### config.mk
export PLATFORM = sky130hd
export DESIGN_NAME = seq_player_flat
export DESIGN_NICKNAME = d
export VERILOG_FILES = /design/src/rtl/game_pkg.sv /design/src/rtl/seq_player_if.sv /design/src/rtl/seq_timer.sv /design/src/rtl/seq_player.sv /design/src/flat_wrapper.sv
export SDC_FILE = /design/constraint.sdc
export NUM_CORES = 1
export LEC_CHECK = 0
export CAP_MARGIN = 20
export CORE_MARGIN = 2
export CORE_UTILIZATION = 50
export CTS_BUF_LIST = sky130_fd_sc_hd__clkbuf_4 sky130_fd_sc_hd__clkbuf_8
export CTS_CLUSTER_DIAMETER = 40
export CTS_CLUSTER_SIZE = 30
export DETAILED_ROUTE_END_ITERATION = 6
export PLACE_DENSITY = 0.84
export SETUP_SLACK_MARGIN = 0.15
export SLEW_MARGIN = 20
export SYNTH_ARGS = -nofsm -noshare
export SYNTH_HDL_FRONTEND = slang
export SYNTH_HIERARCHICAL = 1
export SYNTH_SLANG_ARGS = --single-unit
export TNS_END_PERCENT = 50
### constraint.sdc
create_clock -name clk -period 3.75 [get_ports clk]
set_clock_uncertainty 0.2 [all_clocks]
set_input_delay 0.375 -clock clk [delete_from_list [all_inputs] [get_ports clk]]
set_output_delay 0.375 -clock clk [all_outputs]
set_load 0.02 [all_outputs]
### src/rtl/game_pkg.sv
// Constants and state encoding shared by the sequence register, the input
// checker and the sequence player.
package game_pkg;

    localparam int SYM_W = 4;
    localparam int SEQ_W = 64;
    localparam int N_SYM = 16;

    typedef enum logic [1:0] {
        IDLE = 2'd0,
        SHOW = 2'd1,
        GAP  = 2'd2,
        FIN  = 2'd3
    } state_e;

endpackage

### src/rtl/seq_player_if.sv
// Player handshake and LED bus: the controller drives start/data/round,
// the player returns led/busy/done.
interface seq_player_if;
    import game_pkg::*;

    logic             start;
    logic [SEQ_W-1:0] data;
    logic [3:0]       round;
    logic [SYM_W-1:0] led;
    logic             busy;
    logic             done;

    modport master (output start, data, round, input led, busy, done);
    modport slave  (input start, data, round, output led, busy, done);
endinterface

### src/rtl/seq_timer.sv
// Loadable down-counter that stops at zero; also used by the input-timeout logic.
module seq_timer #(
    parameter int W = 1
) (
    input  logic         clk,
    input  logic         rst_i,
    input  logic         load_i,
    input  logic [W-1:0] load_val_i,
    output logic [W-1:0] value_o,
    output logic         zero_o
);

    logic [W-1:0] value_q, value_d;

    always_comb begin
        value_d = value_q;
        if (load_i)
            value_d = load_val_i;
        else if (value_q != '0)
            value_d = value_q - W'(1);
    end

    always_ff @(posedge clk) begin
        if (rst_i) value_q <= '0;
        else       value_q <= value_d;
    end

    assign value_o = value_q;
    assign zero_o  = (value_q == '0);

endmodule

### src/rtl/seq_player.sv
// Plays round+1 symbols of a snapshotted sequence word on the LEDs, MSB
// nibble first, each lit ON_CYCLES then blanked OFF_CYCLES.
module seq_player
    import game_pkg::*;
#(
    parameter int ON_CYCLES  = 25_000_000,
    parameter int OFF_CYCLES = 12_500_000
) (
    input logic         clk,
    input logic         R,
    seq_player_if.slave bus
);

    localparam int MAXC  = (ON_CYCLES > OFF_CYCLES) ? ON_CYCLES : OFF_CYCLES;
    localparam int TW    = (MAXC > 1) ? $clog2(MAXC) : 1;
    localparam int IDX_W = $clog2(N_SYM);
    localparam logic [TW-1:0] ON_LD  = TW'(ON_CYCLES - 1);
    localparam logic [TW-1:0] OFF_LD = TW'(OFF_CYCLES - 1);

    state_e           state_q, state_d;
    logic [SEQ_W-1:0] seq_q, seq_d;
    logic [IDX_W-1:0] idx_q, idx_d;
    logic [IDX_W-1:0] last_q, last_d;
    logic [SYM_W-1:0] led_q, led_d;
    logic             busy_q, busy_d;
    logic             done_q, done_d;

    logic             tmr_load;
    logic [TW-1:0]    tmr_val;
    logic [TW-1:0]    tmr_value;
    logic             tmr_zero;

    seq_timer #(.W(TW)) u_timer (
        .clk        (clk),
        .rst_i      (R),
        .load_i     (tmr_load),
        .load_val_i (tmr_val),
        .value_o    (tmr_value),
        .zero_o     (tmr_zero)
    );

    always_comb begin
        state_d  = state_q;
        seq_d    = seq_q;
        idx_d    = idx_q;
        last_d   = last_q;
        tmr_load = 1'b0;
        tmr_val  = '0;
        unique case (state_q)
            IDLE: if (bus.start) begin
                seq_d    = bus.data;
                last_d   = bus.round;
                idx_d    = '0;
                tmr_load = 1'b1;
                tmr_val  = ON_LD;
                state_d  = SHOW;
            end
            SHOW: if (tmr_zero) begin
                // Shift on exit so the next symbol is already at the top.
                seq_d    = {seq_q[SEQ_W-SYM_W-1:0], SYM_W'(0)};
                tmr_load = 1'b1;
                tmr_val  = OFF_LD;
                state_d  = GAP;
            end
            GAP: if (tmr_zero) begin
                if (idx_q == last_q) begin
                    state_d = FIN;
                end else begin
                    idx_d    = idx_q + IDX_W'(1);
                    tmr_load = 1'b1;
                    tmr_val  = ON_LD;
                    state_d  = SHOW;
                end
            end
            FIN:     state_d = IDLE;
            default: state_d = IDLE;
        endcase

        // Outputs are derived from next state so they are registered yet aligned.
        led_d  = (state_d == SHOW) ? seq_d[SEQ_W-1 -: SYM_W] : '0;
        busy_d = (state_d != IDLE);
        done_d = (state_d == FIN);
    end

    always_ff @(posedge clk) begin
        if (R) begin
            state_q <= IDLE;
            seq_q   <= '0;
            idx_q   <= '0;
            last_q  <= '0;
            led_q   <= '0;
            busy_q  <= 1'b0;
            done_q  <= 1'b0;
        end else begin
            state_q <= state_d;
            seq_q   <= seq_d;
            idx_q   <= idx_d;
            last_q  <= last_d;
            led_q   <= led_d;
            busy_q  <= busy_d;
            done_q  <= done_d;
        end
    end

    // The timer is always drained by the time playback returns to IDLE.
    a_idle_timer_clear: assert property (@(posedge clk) disable iff (R)
        (state_q == IDLE) |-> (tmr_value == '0));

    assign bus.led  = led_q;
    assign bus.busy = busy_q;
    assign bus.done = done_q;

endmodule
### src/flat_wrapper.sv
// flat-port wrapper written by rule: the top's interface ports become plain ports
module seq_player_flat import game_pkg::*;
#(
    parameter int ON_CYCLES  = 25_000_000,
    parameter int OFF_CYCLES = 12_500_000
)
  (clk, R, bus_start, bus_data, bus_round, bus_led, bus_busy, bus_done);
  seq_player_if bus_i ();
  input logic clk;
  input logic R;
  input wire logic [$bits(bus_i.start)-1:0] bus_start;
  input wire logic [$bits(bus_i.data)-1:0] bus_data;
  input wire logic [$bits(bus_i.round)-1:0] bus_round;
  output wire logic [$bits(bus_i.led)-1:0] bus_led;
  output wire logic [$bits(bus_i.busy)-1:0] bus_busy;
  output wire logic [$bits(bus_i.done)-1:0] bus_done;
  assign bus_i.start = bus_start;
  assign bus_i.data = bus_data;
  assign bus_i.round = bus_round;
  assign bus_led = bus_i.led;
  assign bus_busy = bus_i.busy;
  assign bus_done = bus_i.done;
  seq_player #(.ON_CYCLES(ON_CYCLES), .OFF_CYCLES(OFF_CYCLES)) u_core (.clk(clk), .R(R), .bus(bus_i));
endmodule
## After elaboration in Yosys (flattened, before gate mapping)

Cells that the tools add are included.

- Flip-flop bits (word level): 105
- Latch bits: 0
- Bits in writable memories: 0
- ROM bits: 0
- Bits of input ports: 71
- Output and inout bits: 6
- Word-level logic and storage cells: 57
- Memories kept: 0

- Add/subtract/negate cells: 2
- Multiply operators: 0
- Div/mod/pow operators: 0
- Magnitude comparators: 0
- Equality and inequality tests: 10
- Shift-type cells: 0
- Multiplexer cells: 24
- Bitwise logic cells: 1
- Reduce and logical (&&, ||, !) cells: 11

Operator list:

| cell | number |
|---|---|
| 64-bit 2-to-1 mux | 2 |
| 64-bit one-hot mux with 2 select lines | 1 |
| 25-bit 2-to-1 mux | 5 |
| 25-bit one-hot mux with 3 select lines | 1 |
| 25-bit zero test | 1 |
| 25-bit nonzero test | 1 |
| 25-bit by 1-bit subtractor with 25-bit output, second input constant | 1 |
| 24-bit 2-to-1 mux | 1 |
| 4-bit 2-to-1 mux | 3 |
| 2-bit 2-to-1 mux | 4 |
| 2-bit one-hot mux with 4 select lines | 1 |
| 4-bit one-hot mux with 2 select lines | 1 |
| 2-bit nonzero test | 4 |
| 2-bit equality test, second input constant | 3 |
| 4-bit by 1-bit adder with 4-bit output, second input constant | 1 |
| 2-bit by 1-bit equality test with 1-bit output, second input constant | 2 |
| 4-bit equality test | 1 |
| 1-bit 2-to-1 mux | 4 |
| 2-bit by 1-bit inequality test with 1-bit output, second input constant | 2 |
| 2-bit inequality test, second input constant | 2 |
| 4-bit AND reduction | 1 |
| 1-bit one-hot mux with 3 select lines | 1 |
| 3-bit AND reduction | 1 |
| 2-bit zero test | 1 |
| 3 further kinds | 3 |

## Depth between registers and ports, before layout

Gate-level depths: netlist of run 1.

- Depth after elaboration: 7
- Depth in mapped cells: 14
- Mapped depth without buffers: 10

## By module

The synthesis of run 1 kept the hierarchy.

Modules (own cells, without submodules):

| module | instances | cells each | area an instance (um^2) | seq. area each (um^2) |
|---|---|---|---|---|
| seq_player | 1 | 422 | 3545.9 | 1601.5 |
| seq_timer | 1 | 169 | 1396.3 | 500.5 |

## Worst setup path after synthesis of run 1

Ideal clock, no wire load.

- Path type: register to register
- Start point: register u_core.u_timer.value_q[4], in the netlist u_core/u_timer/value_o[4]
- End point: register u_core.u_timer.value_q[1], in the netlist u_core/u_timer/value_o[1]
- Library setup time: 60 ps
- Arrival time: 3503 ps
- Path slack: -13 ps
- Stages on the path, launching flop included: 13
- Path buffers: 4
- Cells stage by stage: dfxtp_1 > or4_4 > or3_4 > nor4_4 > buf_2 > and2_1 > o21ai_1 > buf_2 > nand2_1 > clkbuf_1 > nor2b_1 > clkbuf_1 > a22o_1

- Longest elaborated chain between the ends: 4
- Elaborated cells between the ends (all ways): 10
- Classes of those cells: 7 x mux; 3 x reduce/logical

RTL lines:

| what | RTL line | source |
|---|---|---|
| start: declaration | seq_timer.sv:13 | `logic [W-1:0] value_q, value_d;` |
| start signal: assignment | seq_timer.sv:25 | `else value_q <= value_d;` |
| 25-bit zero test * | seq_timer.sv:29 | `assign zero_o = (value_q == '0);` |
| net u_core.tmr_zero | seq_player.sv:31 | `logic tmr_zero;` |
| 1-bit 2-to-1 mux (on tied branches) | seq_player.sv:65, seq_player.sv:58 |  |
| 1-bit one-hot mux with 3 select lines * | seq_player.sv:49 | `unique case (state_q)` |
| net u_core.tmr_load | seq_player.sv:28 | `logic tmr_load;` |
| 25-bit 2-to-1 mux or 2-bit nonzero test (tied branches) | -- |  |

Mark *: on every way through the listed nets, which the timed path passes. The rest lies on a longest branch.
A chain may end at the register's enable or synchronous reset.

## Worst setup path in the final report of run 1

- Start point: register u_core.u_timer.value_q[4], in the netlist u_core/u_timer/value_o[4]
- End point: register u_core.u_timer.value_q[17], in the netlist u_core/u_timer/value_o[17]

The elaborated chain is that of the path after synthesis.

==> results of run 1 <==
## cell usage after synthesis (all sizes together), types with 2 or more instances
master and instances:
a32o 59, nand3b 3, o211ai 2, nor4 10, or4b 2, dfxtp 105, a22oi 9, a21oi 59
xor2 9, a22o 2, or4 5, nand2 144, mux2i 5, or2b 2, a21boi 2, nor2b 2
nor3b 2, inv 7, a211o 2, o21ai 25, nor3 8, ha 3, nand4 5, nor2 28
clkbuf 29, xnor2 15, or3 8, buf 20, nand3 6
## cell usage in the layout, fill, tap and decap left out, types with 7 or more instances in the layout
| master | instances |
|---|---|
| dfxtp_1 | 104 |
| nand2_1 | 143 |
| xnor2_1 | 15 |
| a22oi_1 | 9 |
| o21ai_0 | 21 |
| clkdlybuf4s50_1 | 75 |
| buf_4 | 9 |
| clkbuf_8 | 9 |
| xor2_1 | 9 |
| a21oi_1 | 59 |
| nor2_1 | 28 |
| nor4_1 | 7 |
| nor3_1 | 8 |
| a32o_1 | 59 |
## cell type report
cell class              count  area, sq um  share of cell area
repair buffers             85          823               0.139
clock inverters             6         57.6             0.00970
multi-input cells         433         2620               0.442
flip-flops and latches    105         2100               0.355
well taps                 133          166              0.0281
inverters                   7         26.3             0.00443
clock buffers              10          131              0.0222
## state kept, by name, summed over array words and instances (netlist names)
signal,flops
u_core/u_timer/value_o,25
u_core/bus.done,1
u_core/bus.led,4
u_core/state_q,2
u_core/last_q,4
u_core/bus.busy,1
u_core/seq_q,64
u_core/idx_q,4
## layer usage
layer | GRT usage | up-vias | routed length [um]
li1 | - | 2221 | -
met4 | 0.0891 | 0 | 167
met2 | 0.370 | 144 | 5990
met5 | 0 | - | 0
met3 | 0.0309 | 16 | 627
met1 | 0.313 | 2215 | 5500
## power groups by stage
| stage | sequential, mW | clock [mW] | combinational (mW) |
|---|---|---|---|
| 2_1_floorplan | 1.46 | 0 | 1.10 |
| 3_3_place_gp | 1.51 | 0 | 1.34 |
| 3_5_place_dp | 1.53 | 0 | 1.38 |
| 4_1_cts | 1.51 | 0.695 | 1.39 |
| 5_1_grt | 1.54 | 0.740 | 1.55 |
| 6_report | 1.51 | 0.682 | 1.42 |
## stage by stage
| step | std cells | total power [mW] | util |
|---|---|---|---|
| CTS | 779 | 3.60 | 0.612 |
| global placement | 763 | 2.86 | 0.593 |
| floorplan | 594 | 2.56 | - |
| detailed placement | 763 | 2.91 | 0.593 |
| finish | 779 | 3.61 | 0.612 |
| global route | 779 | 3.82 | 0.612 |
## kinds of logic (layout without fill, tap and decap cells)
| group | count (synthesis) | in the layout | synth area share |
|---|---|---|---|
| compound gates | 166 | 166 | 0.245 |
| fa+ha+maj | 3 | 3 | 0.00760 |
| flops | 105 | 105 | 0.425 |
| mux | 5 | 5 | 0.0101 |
| other cells | 1 | 4 | 0.000759 |
| simple gates | 231 | 231 | 0.218 |
| xor+xnor | 24 | 24 | 0.0425 |
| buf+inv | 56 | 108 | 0.0506 |
## tightest hold or removal path, stage by stage, from the launching register on
cell	delay [ps]
dfxtp_1	320
nand2_1	50
a21oi_1	50
## worst max-delay path by stage
stage                              startpoint                          to  slack [ps]
finish              u_core/u_timer/value_o[4]  u_core/u_timer/value_o[17]         380
global route        u_core/u_timer/value_o[4]  u_core/u_timer/value_o[10]         200
CTS                 u_core/u_timer/value_o[4]  u_core/u_timer/value_o[17]         450
detailed placement  u_core/u_timer/value_o[4]  u_core/u_timer/value_o[18]         460
global placement    u_core/u_timer/value_o[4]           u_core/bus.led[3]         540
floorplan           u_core/u_timer/value_o[4]   u_core/u_timer/value_o[5]         180
==> flow_summary.yaml, run 1 <==
outcome:
  status: "finished, final reports clean"
logic_synthesis:
  yosys.area.top_type: "dfxtp_1"
  ys.flop_type: "dfxtp_1"
  synth.area.top_cells: "dfxtp_1, a32o_1, nand2_1"
  async_flop_share: 0
  ys_ff_latch: 105
  yosysWarnings: 6
  synth-seq-area-share: 0.425
  synth_top_area_frac: 0.425
  synth_edf_count: 0
  post_synth_inst_count: 591
  syn_area_per_cell_sq_um: 8.36
  netlist_area_sq_um: 4940
  ys_types: 53
critical_path:
  critical-path-slowest-cell: "or4_4"
  rr_worst_depth: 9
  crit_type: "reg2reg"
  cpPeakStageDelay_ps: 560
  regToRegStartpoint: "u_core/u_timer/value_o[4]"
  cp_max_fo: 18
  critPathRequiredTime_ps: 3780
  endpoint_kind: "flop"
  rrSetupSlack_ps: 380
  worstPathArrival_ps: 3400
  start_kind: "flop"
  cp_num_buf_inv: 0
  path_cells: "or4_4, or3_4, nor4_4, nand3b_2, a41o_4, nand2_2, nor2_1, nand2_1, o21ai_0"
  reg2reg_to: "u_core/u_timer/value_o[17]"
  crit_family: "simple AND/OR/NAND/NOR gates"
  cp_num_cells: 9
global_routing:
  antenna_found_initial: 0
  grt_use_total: 0.229
  grt_pass1_vias: 4248
  grt_overflow: 0
  grt_pass1_wl_um: 19700
  grt_max_degree: 65
sta:
  slew_headroom: 0.308
  worst_slack_ps: 380
  worstMarginPinSlew_ps: 1040
  post-route-period-util: 0.899
  period_minus_slack_ps: 3370
  rsz0062_at_grt: "false"
  hold_viol_final: 0
  whs_ps: 262
  fin_setup_tns_ps: 0
  drv_slew: 0
  fmax_ghz: 0.297
  setup_viol: 0
routing:
  drc: 0
  firstDrtPassIters: 5
  postRouteAntennaNets: 0
  drt-wirelength-per-cell_um: 15.8
  route.vias.total: 4596
  viasPerCell: 5.90
  wl_um: 12300
  drt_iter0_drc: 303
power:
  p_seq_frac: 0.419
  power_density_nw_per_um2: 609
  p_clk_frac: 0.189
  p_int_mw: 2.17
  p_sw_mw: 1.44
  irDropWorstVdd_uv: 288
  netSwitchingFraction: 0.399
  comb_power_share: 0.392
  power_leakage_nw: 2.08
floorplan:
  die_h_um: 103
  start_util: 0.510
  ios: 77
  fp-row-count: 36
  chipWidth_um: 103
  core_sq_um: 9680
  die_area_sq_um: 10700
clock_tree:
  cts_buffers: 9
  cts_num_sinks: 105
  clkTransAtPathRegs_ps: 100
  htree_levels: 3
  clk_latency_ps: 370
  cts_tree: "yes"
  clock-root-buffer: "clkbuf_8"
  cts_buffer_depth: 2
  ctsResizeCount: 0
  cts_hold_buf: 0
  post-cts-setup-buffer-count: 0
place:
  hpwl_um: 7980
  gp_congestion: 0.894
  port_buffers: 76
  place_area_sq_um: 5740
  dp_slack_ps: 457
finish:
  diodes: 0
  stdcell_area_sq_um: 5930
  drive_gt1_frac: 0.0712
  fillerInstances: 862
  syn2layout_area_growth_pct: 20.0
  nets: 715
run:
  drv_cap: 0
worst_hold_path:
  whs_endpoint: "u_core/seq_q[9]"
  min_delay_path_depth: 2
  hp-start: "u_core/seq_q[9]"
  holdCritPathClass: "reg2reg"
(Power assumes the default switching activity.)
==> run 2: changes to the inputs <==
CORE_UTILIZATION = 60   (was 50)
PLACE_DENSITY = 0.94   (was 0.84)
clock period = 4 ns   (was 3.75 ns; I/O delays follow)
==> run 2 against run 1 <==
Compared with the run above: global-route usage increased by 6.1 points; final area decreased by 0.11%; first-iteration DRC count increased by 41%; clock-buffer cell count increased by 1; power decreased by 3.7%; via count increased by 2.4%; critical path type unchanged; critical endpoint is now u_core/bus.led[0]; largest power group unchanged; highest routed layer unchanged.
==> flow_summary.yaml, run 2 (synthesized netlist as in run 1, its figures left out) <==
clock_tree:
  cts_buffer_depth: 2
  post-cts-setup-buffer-count: 0
  clk_latency_ps: 380
  cts_hold_buf: 0
  clock-root-buffer: "clkbuf_8"
  clkTransAtPathRegs_ps: 110
  ctsResizeCount: 0
  cts_tree: "yes"
  cts_buffers: 9
  cts_num_sinks: 105
  htree_levels: 3
finish:
  mostFrequentLayoutCells: "nand2_1, dfxtp_1, clkdlybuf4s50_1"
  layout.cells.non_filler: 751
  drive_gt1_frac: 0.0697
  layout_commonest_cell: "nand2_1"
  diodes: 0
  top_register: "u_core/seq_q"
  syn2layout_area_growth_pct: 19.9
  largest_register_ffs: 64
  nets: 715
critical_path:
  regToRegStartpoint: "u_core/u_timer/value_o[4]"
  endpoint_kind: "flop"
  critPathRequiredTime_ps: 4120
  worstPathArrival_ps: 3520
  cp_max_fo: 48
  rrSetupSlack_ps: 610
  reg2reg_to: "u_core/bus.led[0]"
  rr_worst_depth: 8
  crit_type: "reg2reg"
  start_kind: "flop"
place:
  port_buffers: 76
  hpwl_um: 8000
  gp_congestion: 0.876
  dp_cells: 735
floorplan:
  die_h_um: 94.8
  start_util: 0.611
  core_sq_um: 8090
  die_area_sq_um: 8980
  chipWidth_um: 94.8
  fp-row-count: 33
  ios: 77
sta:
  worstMarginPinSlew_ps: 1020
  fmax_ghz: 0.295
  whs_ps: 163
  rsz0062_at_grt: "false"
  post-route-period-util: 0.849
  drv_slew: 0
  hold_viol_final: 0
  setup_viol: 0
  fin_setup_tns_ps: 0
  slew_headroom: 0.321
  period_minus_slack_ps: 3390
outcome:
  status: "finished, final reports clean"
global_routing:
  grt_busiest_layer: "met2"
  met3_usage: 0.0623
  use_met2: 0.465
  grt_use_total: 0.290
  grt_pass1_vias: 4418
  grt_max_degree: 70
  grt_pass1_wl_um: 20600
  grt_overflow: 0
  antenna_found_initial: 0
  use_met1: 0.380
power:
  power_density_nw_per_um2: 587
  power_mw: 3.48
  irDropWorstVdd_uv: 356
  power_leakage_nw: 2.10
routing:
  postRouteAntennaNets: 0
  firstDrtPassIters: 5
  route.vias.total: 4708
  drc: 0
  drt-wirelength-per-cell_um: 16.9
  drt_iter0_drc: 428
  wl_um: 12700
  viasPerCell: 6.27
worst_hold_path:
  whs_endpoint: "u_core/last_q[2]"
  hp-start: "R"
  min_delay_path_depth: 2
  holdCritPathClass: "in2reg"
run:
  drv_cap: 0
==> run 2: cell count changes in the layout (fill, tap and decap cells not counted) <==
cell	change
bufinv_16	+1
clkbuf_4	-1
clkbuf_8	+2
clkinv_4	-2
clkinvlp_4	+1
inv_6	-1
nand2_1	+1
nand2_2	-1
==> run 2: routing by layer <==
metal	wire (um)	part of all wire	up-vias
met1	5260	0.42	2261
met3	827	0.065	35
li1	-	-	2225
met5	0	0	-
met2	6240	0.49	187
met4	335	0.026	0
==> run 2: final cells by class <==
class	count	area (sq um)
clock buffer	11	151
clock inverter	5	68.8
fill	583	2170
inverter	7	26.3
multi-input combinational	433	2620
sequential	105	2100
tap	105	131
timing repair buffer	85	823
==> run 2: stage by stage <==
stage	setup slack, ps	cell area (sq um)	utilization
floorplan	237	4950	-
global placement	815	5700	0.705
detailed placement	740	5700	0.705
CTS	648	5920	0.732
global route	461	5920	0.732
finish	605	5920	0.732
==> run 2: critical path, cell delays in order (launching register included) <==
cell	delay [ps]
dfxtp_1	370
or4_4	560
or3_4	360
nor4_4	420
buf_4	520
inv_1	110
a2111oi_2	400
o21ai_1	210
nor2_1	150
==> run 2: worst max path at each step <==
stage,endpoint,slack (ps),from
after global routing,u_core/u_timer/value_o[15],460,u_core/u_timer/value_o[4]
after global placement,u_core/bus.led[3],810,u_core/u_timer/value_o[4]
after detailed placement,u_core/bus.led[0],740,u_core/u_timer/value_o[4]
after floorplan,u_core/u_timer/value_o[1],240,u_core/u_timer/value_o[4]
final,u_core/bus.led[0],610,u_core/u_timer/value_o[4]
after CTS,u_core/bus.led[0],650,u_core/u_timer/value_o[4]
==> run 2: report_power, final <==
group | total (mW) | leakage, nW | internal [mW] | switching [mW]
combinational | 1.34 | 1.12 | 0.556 | 0.788
clock | 0.728 | 0.110 | 0.335 | 0.393
sequential | 1.41 | 0.861 | 1.23 | 0.181
==> run 3: changes to the inputs <==
CORE_UTILIZATION = 50   (was 60)
PLACE_DENSITY = 0.84   (was 0.94)
clock period = 3.03 ns   (was 4 ns; I/O delays follow)
==> run 3 against run 2 <==
Compared with the run above: final cell count grew 7.1%; sequential power up 33%; global-route usage decreased by 4.7 points; fmax increased by 14%; clock power grew 19%; utilization fell by 7.3 points; non-clock buffer count is 25 higher; highest routed layer unchanged.
==> flow_summary.yaml, run 3 (synthesized netlist as in run 1, its figures left out) <==
clock_tree:
  clkTransAtPathRegs_ps: 120
  cts_num_sinks: 105
  clk_latency_ps: 380
  clock-root-buffer: "clkbuf_8"
  cts_tree: "yes"
  htree_levels: 3
  cts_buffer_depth: 2
  cts_buffers: 9
sta:
  fin_setup_tns_ps: 0
  drv_slew: 0
  fmax_ghz: 0.336
  worst_slack_ps: 57.9
  worstMarginPinSlew_ps: 719
  slew_headroom: 0.521
  post-route-period-util: 0.981
  period_minus_slack_ps: 2970
  rsz0062_at_grt: "true"
  setup_viol: 0
  hold_viol_final: 0
worst_hold_path:
  whs_endpoint: "u_core/seq_q[0]"
  holdCritPathClass: "in2reg"
  min_delay_path_depth: 2
  hp-start: "R"
finish:
  nets: 740
  syn2layout_area_growth_pct: 29.2
  mostFrequentLayoutCells: "nand2_1, dfxtp_1, clkdlybuf4s50_1"
  fillerInstances: 766
  diodes: 0
  utilization: 0.659
  drive_gt1_frac: 0.140
  layout.cells.non_filler: 804
  layout_commonest_cell: "nand2_1"
  largest_register_ffs: 64
  top_register: "u_core/seq_q"
place:
  dp_slack_ps: 57.7
  hpwl_um: 8290
  dp_cells: 776
  port_buffers: 76
  gp_congestion: 0.958
outcome:
  status: "finished, final reports clean"
global_routing:
  antenna_found_initial: 0
  grt_overflow: 0
  grt_pass1_vias: 4475
  grt_max_degree: 65
  grt_use_total: 0.243
  grt_pass1_wl_um: 20600
critical_path:
  rrSetupSlack_ps: 60
  crit_type: "reg2reg"
  start_kind: "flop"
  cpPeakStageDelay_ps: 530
  endpoint_kind: "flop"
  critPathRequiredTime_ps: 3130
  rr_worst_depth: 11
  cp_max_fo: 6
  worstPathArrival_ps: 3080
  path_cells: "or4_4, or3_4, nor4_4, buf_4, nand3b_4, a41o_4, nand2_8, nor2b_4, clkbuf_16, nand2_1, o21ai_1"
  critical-path-slowest-cell: "or4_4"
  regToRegStartpoint: "u_core/u_timer/value_o[4]"
  reg2reg_to: "u_core/u_timer/value_o[11]"
  crit_start: "u_core/u_timer/value_o[4]"
run:
  drv_cap: 0
power:
  irDropWorstVdd_uv: 334
  power_leakage_nw: 2.31
  p_seq_frac: 0.383
  p_int_mw: 2.95
  power_mw: 4.88
  netSwitchingFraction: 0.397
  p_clk_frac: 0.177
  p_sw_mw: 1.94
  comb_power_share: 0.439
  power_density_nw_per_um2: 764
floorplan:
  fp-row-count: 36
  chipWidth_um: 103
  ios: 77
  die_area_sq_um: 10700
  core_sq_um: 9680
  die_h_um: 103
  start_util: 0.510
routing:
  drt_iter0_drc: 321
  wl_um: 13400
  drt-wirelength-per-cell_um: 16.7
  route.vias.total: 4777
  firstDrtPassIters: 6
  viasPerCell: 5.94
  drc: 0
  postRouteAntennaNets: 0
-- run 3: cell count changes in the layout (fill, tap and decap cells not counted), moves of 4 or more --
cell       delta
nand2_2       +5
clkbuf_16     +4
buf_4        +14
a22oi_2       +4
o21ai_1       +9
a22oi_1       -4
nand2_1       -6
o21ai_2       +7
o21ai_0      -16
-- run 3: final cells by class --
| class | count | area (sq um) | area share |
|---|---|---|---|
| Tap cell | 133 | 166 | 0.0261 |
| Multi-Input combinational cell | 433 | 2720 | 0.427 |
| Clock buffer | 10 | 138 | 0.0216 |
| Timing Repair Buffer | 110 | 1160 | 0.182 |
| Inverter | 7 | 26.3 | 0.00412 |
| Sequential cell | 105 | 2110 | 0.330 |
| Clock inverter | 6 | 61.3 | 0.00960 |
-- run 3: worst max-delay path by stage --
stage / to / cells past startpoint / slack, ps
floorplan: u_core/u_timer/value_o[5] / 12 / -70
global placement: u_core/u_timer/value_o[22] / 10 / 160
detailed placement: u_core/seq_q[36] / 8 / 60
CTS: u_core/u_timer/value_o[5] / 11 / 80
global route: u_core/u_timer/value_o[11] / 11 / -7
finish: u_core/u_timer/value_o[11] / 11 / 60
-- run 3: metal layers --
metal  wire length [um]  track usage  up-vias
met5                  0            0        -
met4                266       0.0739        0
met3                912       0.0578       27
met2               6630        0.400      200
met1               5630        0.318     2271
li1                   -            -     2279
-- run 3: timing repair --
item	in CTS	in global routing
gates resized for setup	9	19
pin swaps	4	5
buffers inserted	4	4
hold buffers	0	0
cloned	0	4
endpoints found under the setup margin	66	78
-- run 3: power by group through the flow --
stage	Sequential, mW	Clock [mW]	Combinational, mW
5_1_grt	1.90	0.936	2.31
4_1_cts	1.86	0.881	1.95
3_3_place_gp	1.88	0	1.83
3_5_place_dp	1.89	0	1.89
6_report	1.87	0.865	2.14
2_1_floorplan	1.81	0	1.43
-- run 3: worst max-delay path: cells and delay by family, from the launching register on --
| kind | cells | cell delay [ps] |
|---|---|---|
| compound gates | 2 | 370 |
| buf+inv | 2 | 380 |
| flops | 1 | 360 |
| simple gates | 7 | 1590 |
-- run 3: metrics by stage --
| stage | area, sq um | hold WS [ps] |
|---|---|---|
| final | 6380 | 219 |
| after global routing | 6380 | 225 |
| after CTS | 6190 | 265 |
| after detailed placement | 5930 | 248 |
| after global placement | 5930 | 243 |
| after floorplan | 5050 | 165 |
